[src/rtl/branch_redirect_controller.sv]
// Sequences a taken-branch/jump redirect: latches the target, steers the PC mux,
// holds the PC load while fetch is busy and squashes wrong-path instructions.
module branch_redirect_controller #(
   parameter int PC_WIDTH     = 32,
   parameter int FLUSH_CYCLES = 1
) (
   input  logic                CLK,
   input  logic                RESET,
   input  logic                redirect_req,
   input  logic [PC_WIDTH-1:0] redirect_pc,
   input  logic                fetch_busy,
   input  logic                stall_in,
   output logic                pc_write,
   output logic                pc_mux_sel,
   output logic [PC_WIDTH-1:0] pc_target,
   output logic                flush_if_id,
   output logic                flush_id_ex,
   output logic                redirect_busy,
   output logic [15:0]         redirect_count
);

   // state      | meaning
   // S_IDLE     | sequential fetch; a redirect_req is accepted here only
   // S_REDIRECT | PC mux on target, both flushes high, waits out fetch_busy
   // S_FLUSH    | extra IF/ID flush cycles after the PC has taken the target
   typedef enum logic [1:0] {
      S_IDLE     = 2'd0,
      S_REDIRECT = 2'd1,
      S_FLUSH    = 2'd2
   } state_t;

   localparam logic [2:0] FLUSH_LOAD = (FLUSH_CYCLES == 0) ? 3'd0 : 3'(FLUSH_CYCLES - 1);

   state_t     state, state_nxt;
   logic [2:0] flush_cnt;
   logic       accept;
   logic       pc_write_raw;

   always_comb begin
      state_nxt     = state;
      accept        = 1'b0;
      pc_write_raw  = 1'b0;
      pc_mux_sel    = 1'b0;
      flush_if_id   = 1'b0;
      flush_id_ex   = 1'b0;
      redirect_busy = 1'b0;
      case (state)
         S_IDLE: begin
            pc_write_raw = ~stall_in & ~fetch_busy;
            if (redirect_req) begin
               accept    = 1'b1;
               state_nxt = S_REDIRECT;
            end
         end
         S_REDIRECT: begin
            // the redirect overrides a load-use stall
            pc_write_raw  = ~fetch_busy;
            pc_mux_sel    = 1'b1;
            flush_if_id   = 1'b1;
            flush_id_ex   = 1'b1;
            redirect_busy = 1'b1;
            if (!fetch_busy)
               state_nxt = (FLUSH_CYCLES == 0) ? S_IDLE : S_FLUSH;
         end
         S_FLUSH: begin
            pc_write_raw  = ~stall_in & ~fetch_busy;
            flush_if_id   = 1'b1;
            redirect_busy = 1'b1;
            if (flush_cnt == 3'd0)
               state_nxt = S_IDLE;
         end
         default: state_nxt = S_IDLE;
      endcase
   end

   // keep the PC frozen while reset is held, even in IDLE
   assign pc_write = RESET & pc_write_raw;

   always_ff @(posedge CLK or negedge RESET) begin
      if (!RESET) begin
         state          <= S_IDLE;
         flush_cnt      <= 3'd0;
         pc_target      <= '0;
         redirect_count <= 16'd0;
      end else begin
         state <= state_nxt;
         if (accept) begin
            pc_target <= redirect_pc;
            if (redirect_count != 16'hFFFF)
               redirect_count <= redirect_count + 16'd1;
         end
         if (state == S_REDIRECT && !fetch_busy)
            flush_cnt <= FLUSH_LOAD;
         else if (state == S_FLUSH && flush_cnt != 3'd0)
            flush_cnt <= flush_cnt - 3'd1;
      end
   end

endmodule
[config.mk]
export PLATFORM = sky130hd
export DESIGN_NAME = branch_redirect_controller
export DESIGN_NICKNAME = d
export VERILOG_FILES = /design/src/rtl/branch_redirect_controller.sv
export SDC_FILE = /design/constraint.sdc
export NUM_CORES = 1
export LEC_CHECK = 0
export CAP_MARGIN = 10
export CORE_AREA = 3 3 95 97
export CTS_BUF_LIST = sky130_fd_sc_hd__clkbuf_8
export CTS_CLUSTER_DIAMETER = 150
export DETAILED_ROUTE_END_ITERATION = 12
export DIE_AREA = 0 0 98 100
export PLACE_DENSITY = 0.62
export SYNTH_ARGS = -nofsm -noshare
export SYNTH_HDL_FRONTEND = slang
export SYNTH_SLANG_ARGS = --single-unit
[constraint.sdc]
create_clock -name CLK -period 4.05 [get_ports CLK]
set_input_delay 0.81 -clock CLK [delete_from_list [all_inputs] [get_ports CLK]]
set_output_delay 0.81 -clock CLK [all_outputs]
set_load 0.03 [all_outputs]
==> results.md <==
* Status: finished, final reports clean
* Register area share after synthesis at between 50% and 60%
* Die Y-Extent at around 100 um
* Post-DP Area at roughly 0.0034 mm^2
* Syn_area_per_cell at about 13 um^2
* GP Congestion at ~0.76
* Slew HR at between 40% and 50%
* Worst path arrival time at 2340 ps
* Final nets at 313
* Final hold vios at 0
* Vias in the first global route at ~1800
* IO Pins at 90
* Fin. max-slew vios at 0
* Fin cells at 372
* CTS tree: yes
* Initial Util at 29.1%
* Final Util at a little over two fifths
* Clock Tree Root: clkbuf_8
* Min cycle time layout at roughly 3100 ps
* Flops & latches, synth at 53
* Worst Skew at 3.05 ps
* I/O Buffers at 89
* Initial antenna violation count at 0
* Post-DRT Antenna Nets at 0
* ANT cells at 0
* Crit path kind: primary input to primary output
* Synthesized instance count at approximately 180
* Setup violations, final at 0
* Total Routing Usage GR at between 10% and 20%
* Core footprint at ~0.008 mm^2
* Dpl cells at approximately 370
* Via count at 1661
* Synthesis Warnings at 0
* CTS buffer count at 5
* Worst endpoint required time at 3240 ps
* Postcts setup bufs at 0
* Worst IR Drop VDD at roughly 320 uV
* P per Cell Area at ~740 mW/mm^2
* Number of gates resized after CTS at 0
* Hold crit path type: register to register
* Initial DRC Count at 35
* DRC viols at 0
* First-pass GRT wire length at roughly 8.4 mm
* Leak pwr at 1.46 nW
* Worst Setup End Kind: primary output
* CTS clk-pin slew, worst paths at roughly 90 ps
* Layout area overhead at 44.8%
* Setup crit start kind: primary input
* Reg2Reg Setup Slack at ~1800 ps
* Total die area at between 0.009 and 0.01 mm^2
* Drt pass-1 iters at 5
* Synth unique cells at 31
* Max_cap viols at 0
* Least-Margin Pin Slew at about 900 ps
* Die outline width at 98 um
* Clk buf depth at 2
* Final worst path period share at between 70% and 80%
* Largest net degree at the start of global routing at 54
* DR WL/cell at 13.3 um
* Setup TNS at 0 ps
* Achievable Freq at 0.318 GHz
* Hold Buf Count CTS at 0
* Worst-path fanout max at 1
* Post-Syn Nets at roughly 220
* Remaining Overflow, GRT at 0
* Syn Std Cell Area at around 0.0024 mm^2
* Sink Count at 53
* Detailed placement HPWL at between 3 and 4 mm
* FILL cells at a little under 800
* Worst skew pair latency at roughly 300 ps
* Std-Cell Rows at 33
* Htree depth at 2
* DRT Wirelength at slightly below 5 mm
* Layout cells sized above 1 at around 19%
* Post-layout instance area at ~0.0035 mm^2
* RSZ-0062 raised after global routing: no
* Via density at 4.47
metal layers:
layer / wire length [um] / global-route usage, % / up-vias
li1: - / - / 789
met1: 2100 / 12.6 / 814
met2: 2400 / 17.6 / 52
met3: 408 / 4.03 / 6
met4: 39 / 3.19 / 0
met5: 0 / 0 / -
power breakdown:
part           internal, mW  switching, mW
logic                 0.639          0.752
clock network         0.134          0.162
registers             0.741          0.137
through the flow:
step / setup WS [ps] / power [mW] / hold slack [ps]
global placement: 926 / 2.29 / 480
global route: 789 / 2.73 / 519
floorplan: 1220 / 1.74 / 496
CTS: 876 / 2.62 / 501
finish: 903 / 2.56 / 494
detailed placement: 895 / 2.30 / 487
flip-flops by register name, indices dropped and copies added (netlist names):
signal          count
flush_cnt           3
state               2
redirect_count     16
pc_target          32
cells in the final DEF (no fill, tap or decap), drive strengths merged:
master         count
nor3               4
nand2              9
clkdlybuf4s50     88
a21oi              1
nor4b              4
nand4              5
xnor2              6
dfrtp             53
nand2b             2
nor2b              1
o21a               1
xor2              10
or2                3
nand4b             1
o21ai              2
ha                 9
mux2              33
nor3b              1
clkbuf             6
nor2               8
nor4               3
nand3              8
a222oi             1
buf                2
inv                6
cells by family after synthesis:
| family | count (synthesis) | synth area share, % |
|---|---|---|
| AOI/OAI and AO/OA | 5 | 1.36 |
| xor gates and xnor gates | 16 | 5.87 |
| adders and majority gates | 9 | 4.71 |
| buffers and inverters | 12 | 2.62 |
| DFF | 53 | 55.5 |
| muxes | 33 | 15.6 |
| and+or+nand+nor | 49 | 14.4 |
path summary, 6_finish.rpt:
path / to / start / cells past startpoint
min in group asynchronous: flush_cnt[2]$_DFFE_PN0P_ / RESET / 2
min reg2reg: redirect_count[15]$_DFFE_PN0P_ / redirect_count[15]$_DFFE_PN0P_ / 1
min: redirect_count[15]$_DFFE_PN0P_ / redirect_count[15]$_DFFE_PN0P_ / 1
max in group asynchronous: pc_target[9]$_DFFE_PN0P_ / RESET / 2
max: pc_write / stall_in / 5
max reg2reg: redirect_count[12]$_DFFE_PN0P_ / state[0]$_DFFE_PN0P_ / 6
area by class of cell:
class | instances | area (um^2) | share of cell area, %
Timing Repair Buffer | 90 | 893 | 25.8
Clock inverter | 1 | 3.75 | 0.109
Clock buffer | 6 | 82.6 | 2.39
Tap cell | 105 | 131 | 3.80
Multi-Input combinational cell | 112 | 1000 | 29.0
Sequential cell | 53 | 1330 | 38.4
Inverter | 5 | 18.8 | 0.543
critical path: stages:
cell and delay [ps]:
clkdlybuf4s50_1 400, nor2_1 100, nor2_1 40, nor4b_1 250
clkdlybuf4s50_1 730
synth_stat cells, drive strengths merged:
cell type,n,share of area (%)
nor4b,4,2.7
nand4,5,1.8
dfrtp,53,56
nand2,9,1.4
a21oi,1,0.21
buf,5,1.5
ha,9,4.7
nor2b,1,0.26
a222oi,1,0.42
or2,3,0.89
nand2b,2,0.52
nor4,3,2.0
nor3,4,0.84
nor3b,1,0.31
xnor2,6,2.2
xor2,10,3.7
nand3,8,1.9
inv,5,0.79
nor2,8,1.3
nand4b,1,0.37
mux2,33,16
o21a,1,0.31
clkbuf,2,0.31
o21ai,2,0.42
(Power assumes the default switching activity.)
